==> src/rtl/perc_pkg.sv <==
// rtl/perc_pkg.sv - shared FSM encoding and sizing/reset helpers for perc_train
package perc_pkg;

  typedef enum logic [2:0] {
    IDLE   = 3'd0,
    ACC    = 3'd1,
    DECIDE = 3'd2,
    UPDATE = 3'd3,
    HOLD   = 3'd4
  } perc_state_t;

  // Reset weights form a walking one so every input starts with a distinct influence.
  function automatic int reset_weight(input int i, input int ww);
    return 1 << (i % ww);
  endfunction

  // Wide enough that WIDTH saturated weights can be summed without wrapping.
  function automatic int sum_width(input int ww, input int width);
    int w;
    w = ww + $clog2(width) + 1;
    return (w > 8) ? w : 8;
  endfunction

endpackage

==> src/rtl/perc_train_if.sv <==
// rtl/perc_train_if.sv - sample/result handshake and status bundle for perc_train
interface perc_train_if #(
  parameter int WIDTH = 4,
  parameter int WW    = 4
);
  logic                in_valid;
  logic                in_ready;
  logic [WIDTH-1:0]    data_in;
  logic                label;
  logic                out_valid;
  logic                out_ready;
  logic                data_out;
  logic                err;
  logic [WIDTH*WW-1:0] weights;
  logic                clr_cnt;
  logic [7:0]          err_cnt;

  modport master (
    output in_valid, data_in, label, out_ready, clr_cnt,
    input  in_ready, out_valid, data_out, err, weights, err_cnt
  );

  modport slave (
    input  in_valid, data_in, label, out_ready, clr_cnt,
    output in_ready, out_valid, data_out, err, weights, err_cnt
  );
endinterface

==> src/rtl/perc_wsat.sv <==
// rtl/perc_wsat.sv - WW-bit saturating increment/decrement cell for one weight
module perc_wsat #(
  parameter int WW = 4
) (
  input  logic [WW-1:0] w,
  input  logic          en,
  input  logic          up,
  output logic [WW-1:0] q
);

  localparam logic [WW-1:0] W_MAX = '1;

  always_comb begin
    q = w;
    if (en) begin
      if (up) begin
        if (w != W_MAX) q = w + 1'b1;
      end else begin
        if (w != '0) q = w - 1'b1;
      end
    end
  end

endmodule

==> src/rtl/perc_train.sv <==
// rtl/perc_train.sv - single-neuron perceptron: bit-serial accumulate, decide, train
module perc_train
  import perc_pkg::*;
#(
  parameter int WIDTH  = 4,
  parameter int WW     = 4,
  parameter int THRESH = 10
) (
  input logic         clk,
  input logic         rst_n,
  perc_train_if.slave bus
);

  localparam int SW = sum_width(WW, WIDTH);
  localparam int IW = (WIDTH > 1) ? $clog2(WIDTH) : 1;
  localparam logic [IW-1:0] IDX_LAST = IW'(WIDTH - 1);
  localparam logic [SW-1:0] TH = SW'(THRESH);

  perc_state_t   state;
  logic [WIDTH-1:0] x;
  logic             lbl;
  logic [SW-1:0]    sum;
  logic [IW-1:0]    idx;
  logic [WW-1:0]    w     [WIDTH];
  logic [WW-1:0]    w_nxt [WIDTH];
  logic             in_ready_r;
  logic             out_valid_r;
  logic             data_out_r;
  logic             err_r;
  logic [7:0]       cnt;

  for (genvar i = 0; i < WIDTH; i++) begin : g_w
    perc_wsat #(.WW(WW)) u_wsat (
      .w  (w[i]),
      .en (x[i]),
      .up (lbl),
      .q  (w_nxt[i])
    );
    assign bus.weights[i*WW +: WW] = w[i];
  end

  always_ff @(posedge clk) begin
    if (!rst_n) begin
      state       <= IDLE;
      in_ready_r  <= 1'b1;
      out_valid_r <= 1'b0;
      data_out_r  <= 1'b0;
      err_r       <= 1'b0;
      sum         <= '0;
      idx         <= '0;
      x           <= '0;
      lbl         <= 1'b0;
      for (int i = 0; i < WIDTH; i++) w[i] <= WW'(reset_weight(i, WW));
    end else begin
      case (state)
        IDLE: begin
          if (bus.in_valid) begin
            x          <= bus.data_in;
            lbl        <= bus.label;
            sum        <= '0;
            idx        <= '0;
            in_ready_r <= 1'b0;
            state      <= ACC;
          end
        end
        ACC: begin
          if (x[idx]) sum <= sum + SW'(w[idx]);
          if (idx == IDX_LAST) state <= DECIDE;
          else                 idx   <= idx + 1'b1;
        end
        DECIDE: begin
          data_out_r <= (sum >= TH);
          err_r      <= (sum >= TH) != lbl;
          state      <= UPDATE;
        end
        UPDATE: begin
          // Only a misclassified sample moves the weights, toward its label.
          if (err_r) begin
            for (int i = 0; i < WIDTH; i++) w[i] <= w_nxt[i];
          end
          out_valid_r <= 1'b1;
          state       <= HOLD;
        end
        HOLD: begin
          if (bus.out_ready) begin
            out_valid_r <= 1'b0;
            in_ready_r  <= 1'b1;
            state       <= IDLE;
          end
        end
        default: begin
          out_valid_r <= 1'b0;
          in_ready_r  <= 1'b1;
          state       <= IDLE;
        end
      endcase
    end
  end

  // Clear wins over a same-cycle increment.
  always_ff @(posedge clk) begin
    if (!rst_n || bus.clr_cnt) begin
      cnt <= '0;
    end else if (state == UPDATE && err_r && cnt != 8'hFF) begin
      cnt <= cnt + 8'd1;
    end
  end

  assign bus.in_ready  = in_ready_r;
  assign bus.out_valid = out_valid_r;
  assign bus.data_out  = data_out_r;
  assign bus.err       = err_r;
  assign bus.err_cnt   = cnt;

endmodule
==> src/flat_wrapper.sv <==
// flat-port wrapper written by rule: the top's interface ports become plain ports
module perc_train_flat import perc_pkg::*;
#(
  parameter int WIDTH  = 4,
  parameter int WW     = 4,
  parameter int THRESH = 10
)
  (clk, rst_n, bus_in_valid, bus_data_in, bus_label, bus_out_ready, bus_clr_cnt, bus_in_ready, bus_out_valid, bus_data_out, bus_err, bus_weights, bus_err_cnt);
  perc_train_if #(.WIDTH(WIDTH), .WW(WW)) bus_i ();
  input logic clk;
  input logic rst_n;
  input wire logic [$bits(bus_i.in_valid)-1:0] bus_in_valid;
  input wire logic [$bits(bus_i.data_in)-1:0] bus_data_in;
  input wire logic [$bits(bus_i.label)-1:0] bus_label;
  input wire logic [$bits(bus_i.out_ready)-1:0] bus_out_ready;
  input wire logic [$bits(bus_i.clr_cnt)-1:0] bus_clr_cnt;
  output wire logic [$bits(bus_i.in_ready)-1:0] bus_in_ready;
  output wire logic [$bits(bus_i.out_valid)-1:0] bus_out_valid;
  output wire logic [$bits(bus_i.data_out)-1:0] bus_data_out;
  output wire logic [$bits(bus_i.err)-1:0] bus_err;
  output wire logic [$bits(bus_i.weights)-1:0] bus_weights;
  output wire logic [$bits(bus_i.err_cnt)-1:0] bus_err_cnt;
  assign bus_i.in_valid = bus_in_valid;
  assign bus_i.data_in = bus_data_in;
  assign bus_i.label = bus_label;
  assign bus_i.out_ready = bus_out_ready;
  assign bus_i.clr_cnt = bus_clr_cnt;
  assign bus_in_ready = bus_i.in_ready;
  assign bus_out_valid = bus_i.out_valid;
  assign bus_data_out = bus_i.data_out;
  assign bus_err = bus_i.err;
  assign bus_weights = bus_i.weights;
  assign bus_err_cnt = bus_i.err_cnt;
  perc_train #(.WIDTH(WIDTH), .WW(WW), .THRESH(THRESH)) u_core (.clk(clk), .rst_n(rst_n), .bus(bus_i));
endmodule
==> config.mk <==
export PLATFORM = sky130hd
export DESIGN_NAME = perc_train_flat
export DESIGN_NICKNAME = d
export VERILOG_FILES = /design/src/rtl/perc_pkg.sv /design/src/rtl/perc_train_if.sv /design/src/rtl/perc_wsat.sv /design/src/rtl/perc_train.sv /design/src/flat_wrapper.sv
export SDC_FILE = /design/constraint.sdc
export NUM_CORES = 1
export LEC_CHECK = 0
export CORE_MARGIN = 1
export CORE_UTILIZATION = 45
export CTS_CLUSTER_SIZE = 24
export DETAILED_ROUTE_END_ITERATION = 8
export PLACE_DENSITY = 0.68
export SYNTH_ARGS = -nofsm -noshare
export SYNTH_HDL_FRONTEND = slang
export SYNTH_SLANG_ARGS = --single-unit
==> constraint.sdc <==
create_clock -name clk -period 2.4 [get_ports clk]
set_input_delay 0.24 -clock clk [delete_from_list [all_inputs] [get_ports clk]]
set_output_delay 0.24 -clock clk [all_outputs]
set_load 0.02 [all_outputs]
==> results of run 1 <==
[area by class of cell]
type	instances	area (µm²)	share of cell area
Clock inverter	3	90.1	0.0261
Clock buffer	5	68.8	0.0199
Timing Repair Buffer	58	528	0.153
Multi-Input combinational cell	210	1530	0.444
Inverter	4	15.0	0.00435
Sequential cell	48	1120	0.325
Tap cell	75	93.8	0.0272
[flip-flops by register name, summed over array words and instances (netlist names), named ones only]
signal / cells
u_core.w: 16
u_core.bus.err_cnt: 8
u_core.sum: 8
u_core.x: 4
u_core.state: 3
u_core.idx: 2
u_core.bus.data_out: 1
u_core.bus.err: 1
u_core.bus.in_ready: 1
u_core.bus.out_valid: 1
u_core.lbl: 1
[worst paths after layout]
path	endpoint	start	cells past startpoint	slack, ns
min	u_core.bus.out_valid$_SDFFE_PN0P_	u_core.bus.out_valid$_SDFFE_PN0P_	2	0.47
max reg2reg	u_core.sum[6]$_SDFFE_PN0P_	flop	7	0.17
max	u_core.sum[6]$_SDFFE_PN0P_	flop	7	0.17
min reg2reg	u_core.bus.out_valid$_SDFFE_PN0P_	u_core.bus.out_valid$_SDFFE_PN0P_	2	0.47
[power by group through the flow]
stage | clock network, µW | logic (µW) | registers, µW
5_1_grt | 843 | 286 | 888
3_5_place_dp | 0 | 256 | 902
3_3_place_gp | 0 | 249 | 901
4_1_cts | 811 | 258 | 883
2_1_floorplan | 0 | 162 | 912
6_report | 804 | 257 | 883
[repair_timing]
action | 4_1_cts | 5_1_grt
gates resized for setup | 0 | 1
endpoints found under the setup margin | 0 | 3
hold buffers | 0 | 0
[stage by stage]
| stage | hold slack [ns] | std cells | total power [µW] | utilization | setup WS [ns] |
|---|---|---|---|---|---|
| 6_report | 0.466 | 403 | 1940 | 0.587 | 0.174 |
| 5_1_grt | 0.498 | 403 | 2020 | 0.587 | 0.0472 |
| 4_1_cts | 0.467 | 403 | 1950 | 0.586 | 0.0756 |
| 3_5_place_dp | 0.458 | 395 | 1160 | 0.559 | 0.104 |
| 3_3_place_gp | 0.446 | 395 | 1150 | 0.559 | 0.172 |
| 2_1_floorplan | 0.376 | 274 | 1070 | - | 0.161 |
[cells by family (layout without fill, tap and decap cells)]
logic type	count (synthesis)	after routing
AOI/OAI and AO/OA	63	63
xor gates and xnor gates	18	18
adders and majority gates	19	19
buffers and inverters	16	70
DFF	48	48
muxes	10	10
and+or+nand+nor	100	100
[per-layer routing]
| layer | global-route usage | routed length, µm | vias to the layer above | share of wire |
|---|---|---|---|---|
| met5 | 0 | 0 | - | 0 |
| met4 | 0.0589 | 58 | 0 | 0.0096 |
| met3 | 0.0420 | 209 | 6 | 0.035 |
| met2 | 0.348 | 2880 | 34 | 0.48 |
| met1 | 0.267 | 2860 | 1055 | 0.48 |
| li1 | - | - | 1105 | - |
[cells in the mapped netlist, types with 4 or more instances]
cell      instances  area (µm²)
a21oi_1          25         125
o21ai_0          12        60.1
dfxtp_1          32         641
a21o_1            6        45.0
inv_1             4        15.0
edfxtp_1         16         480
nand2b_1          5        31.3
nor2_1           22        82.6
ha_1             14         175
and3_1            4        25.0
xor2_1            6        52.6
or3_1             7        43.8
nand3_1          14        70.1
mux2i_1           5        50.1
o31ai_1           9        67.6
nand2_1          25        93.8
clkbuf_1          4        15.0
fa_1              5         100
mux4_2            5         113
xnor2_1          12         105
[worst reg2reg max path, cell delays in order (launching register included)]
cell     delay, ns
dfxtp_2       0.40
mux4_2        0.52
ha_1          0.24
fa_1          0.43
nand3_1       0.12
and2_1        0.16
nor2_1        0.05
a32o_1        0.22
==> flow_summary.json, run 1 <==
{
  "outcome": "finished clean",
  "swShare": 0.224,
  "cts_max_level": 2,
  "netlist_area_mm2": 0.00275,
  "max_freq_mhz": 449,
  "diodes": 0,
  "via_count": 2200,
  "finalMaxSlewViolations": 0,
  "synth_edf_count": 16,
  "die_y_um": 80.1,
  "cts_max_path_buffers": 2,
  "dr.first_iter.drc_count": 105,
  "syn_area_per_cell_um2": 10.0,
  "initial_core_util": 0.466,
  "relSlewSlack": 0.585,
  "place.gp.congestion": 0.766,
  "crit_path_cell_trace": "mux4_2 -> ha_1 -> fa_1 -> nand3_1 -> and2_1 -> nor2_1 -> a32o_1",
  "core_mm2": 0.00589,
  "synth_top_flop_cell": "dfxtp_1",
  "placedInstanceArea_mm2": 0.00329,
  "drc": 0,
  "ir_drop_mv": 0.312,
  "via_per_inst": 5.46,
  "syn_inst": 274,
  "synth_compound_gate_area_share": 0.146,
  "synthSimpleGateAreaFrac": 0.196,
  "cts_tree": "done",
  "synth_seq_area_share": 0.408,
  "cts_made_buffers": 5,
  "p_leak_uw": 0.00127,
  "muxShareOfSynthArea": 0.0593,
  "fin_crit_ns": 2.23,
  "wirelength_um": 6010,
  "clock_sinks": 48,
  "start_kind": "flop",
  "ys_ff_latch": 48,
  "synth_top_family_by_area": "simple AND/OR/NAND/NOR gates",
  "antenna_found_initial": 0,
  "slowest_delay_ns": 0.52,
  "cp.arrival_ns": 2.43,
  "cts.reportedPaths.clkPinSlew_ns": 0.09,
  "synth_fp_nets": 303,
  "timing.critical_path.buf_inv": 0,
  "criticalPathCategory": "reg2reg",
  "hold_viol_final": 0,
  "clock_latency_ns": 0.30,
  "grt_pass1_wl_um": 10100,
  "fin_area_mm2": 0.00345,
  "yosys.area_share.adder": 0.100,
  "layout.nets": 356,
  "power_density_mw_per_mm2": 563,
  "grt_pass1_vias": 2112,
  "fill_cells": 559,
  "cp-end-kind": "flop",
  "postCtsSetupBuffers": 0,
  "setup_total_negative_slack_ns": 0,
  "seq_power_share": 0.454,
  "ys_warn_count": 0,
  "pin_count": 38,
  "hold_class": "reg2reg",
  "syn_to_final_growth_pct": 25.8,
  "num_rows": 28,
  "cts.root.buffer_cell": "clkbuf_8",
  "p_clk_frac": 0.414,
  "power_frac_comb": 0.132,
  "avgRoutedWirePerCell_um": 14.9,
  "fin_crit_sh": 0.928,
  "cap_violations": 0,
  "port_buffers": 37,
  "clock_skew_ns": 0.00775,
  "power.net_switching_uw": 436,
  "dpl.hpwl_um": 4470,
  "final_cell_mix": "clkdlybuf4s50_1 (37), dfxtp_1 (31), nand2_1 (25), a21oi_1 (25), nor2_1 (22)",
  "drive_gt1_frac": 0.137,
  "grt.overflow.total": 0,
  "cp_top_family": "adder cells",
  "grt_use_total": 0.206,
  "layout_commonest_cell": "clkdlybuf4s50_1",
  "dieArea_mm2": 0.00642,
  "grt_start_max_net_pins": 16,
  "synth-xor-area-share": 0.0574,
  "finalSetupViolations": 0,
  "crit_slowest_cell": "mux4_2",
  "required_ns": 2.60,
  "synth_cell_types": 50,
  "p_int_uw": 1510,
  "dieWidth_um": 80.1,
  "rsz0062_at_grt": "no",
  "async_reset_ff_frac": 0,
  "drt_first_pass_iters": 4,
  "worst_pin_slew_ns": 0.615,
  "worstPathMaxFanout": 4,
  "antenna_left": 0
}
(Power assumes the default switching activity.)
==> inputs of run 2 (changes only) <==
--- a/config.mk
+++ b/config.mk
@@ -6,10 +6,10 @@
 export NUM_CORES = 1
 export LEC_CHECK = 0
 export CORE_MARGIN = 1
-export CORE_UTILIZATION = 45
+export CORE_UTILIZATION = 50
 export CTS_CLUSTER_SIZE = 24
 export DETAILED_ROUTE_END_ITERATION = 8
-export PLACE_DENSITY = 0.68
+export PLACE_DENSITY = 0.74
 export SYNTH_ARGS = -nofsm -noshare
 export SYNTH_HDL_FRONTEND = slang
 export SYNTH_SLANG_ARGS = --single-unit
==> constraint.sdc (replaced) <==
create_clock -name clk -period 2.35 [get_ports clk]
set_input_delay 0.235 -clock clk [delete_from_list [all_inputs] [get_ports clk]]
set_output_delay 0.235 -clock clk [all_outputs]
set_load 0.02 [all_outputs]
==> run 2 against run 1 <==
Effect of this change: worst setup slack got worse by 0.038 ns; clock-buffer cell count up 2; global-route usage grew 2.0 points.
==> flow_summary.json, run 2 (synthesis results as in run 1) <==
{
  "layout_commonest_cell": "clkdlybuf4s50_1",
  "final_cell_mix": "clkdlybuf4s50_1 (37), dfxtp_1 (31), buf_4 (27)",
  "rsz0062_at_grt": "no",
  "cts_max_path_buffers": 2,
  "cp.arrival_ns": 2.42,
  "clock_latency_ns": 0.31,
  "diodes": 0,
  "reg2reg_depth": 7,
  "dpl.hpwl_um": 4520,
  "outcome": "finished clean",
  "cts_max_level": 2,
  "multiInputGateArea_mm2": 0.00154,
  "via_per_inst": 5.56,
  "whs_endpoint": "u_core.bus.out_valid$_SDFFE_PN0P_",
  "ff_latch_area_mm2": 0.00112,
  "initial_core_util": 0.527,
  "syn_to_final_growth_pct": 25.8,
  "ir_drop_mv": 0.404,
  "relSlewSlack": 0.557,
  "cts.reportedPaths.clkPinSlew_ns": 0.09,
  "hold_start": "u_core.bus.out_valid$_SDFFE_PN0P_",
  "cts_tree": "done",
  "whs_path_depth": 2,
  "regMostFlops": "u_core.w",
  "core_mm2": 0.00520,
  "hold_class": "reg2reg",
  "worst_slack_ns": 0.136,
  "cts_hold_buf": 0,
  "dp_slack_ns": 0.0813,
  "drt_first_pass_iters": 4,
  "grt_start_max_net_pins": 22,
  "dieArea_mm2": 0.00579,
  "largest_reg_flops": 16,
  "clock_sinks": 48,
  "criticalPathCategory": "reg2reg",
  "p_leak_uw": 0.00128,
  "fin_crit_ns": 2.21,
  "drc": 0,
  "num_rows": 26,
  "place.gp.congestion": 0.855,
  "cts.root.buffer_cell": "clkbuf_8",
  "worstPathMaxFanout": 4,
  "grt_use_total": 0.226,
  "cts_made_buffers": 5,
  "fill_cells": 435,
  "grt_pass1_vias": 2191,
  "layout.nets": 362,
  "r2r_setup_slack_ns": 0.14,
  "cap_violations": 0,
  "antenna_found_initial": 0,
  "grt.overflow.total": 0,
  "setup_total_negative_slack_ns": 0,
  "finalSetupViolations": 0,
  "hold_viol_final": 0,
  "avgRoutedWirePerCell_um": 15.2,
  "worst_pin_slew_ns": 0.664,
  "worstReg2RegEnd": "u_core.sum[6]$_SDFFE_PN0P_",
  "dieWidth_um": 76.1,
  "cp-end-kind": "flop",
  "via_count": 2248,
  "required_ns": 2.56,
  "fin_crit_sh": 0.942,
  "drive_gt1_frac": 0.156,
  "start_kind": "flop",
  "port_buffers": 37,
  "finalMaxSlewViolations": 0,
  "grt_pass1_wl_um": 10500,
  "pin_count": 38,
  "dr.first_iter.drc_count": 71,
  "wirelength_um": 6140,
  "antenna_left": 0,
  "clock_skew_ns": 0.0107,
  "power_density_mw_per_mm2": 512,
  "max_freq_mhz": 452,
  "die_y_um": 76.1
}
-- run 2: timing repair --
item,in CTS,in global routing
setup endpoints to repair,0,3
resized for setup,0,2
setup buffers,0,0
endpoints found under the hold margin,0,0
-- run 2: how the worst max path moves through the flow --
stage	to	startpoint	slack, ns
after global placement	u_core.sum[6]$_SDFFE_PN0P_	flop	0.13
final	u_core.sum[6]$_SDFFE_PN0P_	flop	0.14
after detailed placement	u_core.sum[6]$_SDFFE_PN0P_	flop	0.08
after floorplan	u_core.sum[6]$_SDFFE_PN0P_	u_core.w[3][0]$_SDFFCE_PP0P_	0.11
after global routing	u_core.sum[6]$_SDFFE_PN0P_	flop	0.05
after CTS	u_core.sum[6]$_SDFFE_PN0P_	flop	0.04
-- run 2: power breakdown --
group / internal (µW) / switching, µW / leakage, µW / total (µW)
clock network: 306 / 287 / 0.0000596 / 593
registers: 879 / 22.4 / 0.000411 / 901
logic: 135 / 139 / 0.000812 / 274
-- run 2: layout make-up --
cell class / count / area share
multi-input combinational: 210 / 0.445
sequential: 48 / 0.325
timing repair buffer: 64 / 0.166
clock buffer: 7 / 0.0312
tap: 70 / 0.0254
inverter: 4 / 0.00435
clock inverter: 1 / 0.00254
-- run 2: critical path: stages, from the launching register on --
cell     delay (ns)
dfxtp_2        0.40
mux4_2         0.51
ha_1           0.23
fa_1           0.42
nand3_1        0.12
and2_1         0.16
nor2_1         0.05
a32o_1         0.22
-- run 2: per-stage QoR --
step	area (µm²)	hold WS (ns)	total power (µW)	instances	util
final	3450	0.458	1770	404	0.663
after CTS	3450	0.460	1770	404	0.662
after global placement	3330	0.443	1180	396	0.640
after global routing	3450	0.498	1840	404	0.663
after floorplan	2750	0.371	1100	274	-
after detailed placement	3330	0.448	1190	396	0.640
-- run 2: layer usage --
metal  up-vias  track usage  share of wire
met3        13       0.0371          0.035
met2        43        0.370           0.48
met4         0       0.0827          0.024
met5         -            0              0
met1      1072        0.303           0.46
li1       1120            -              -
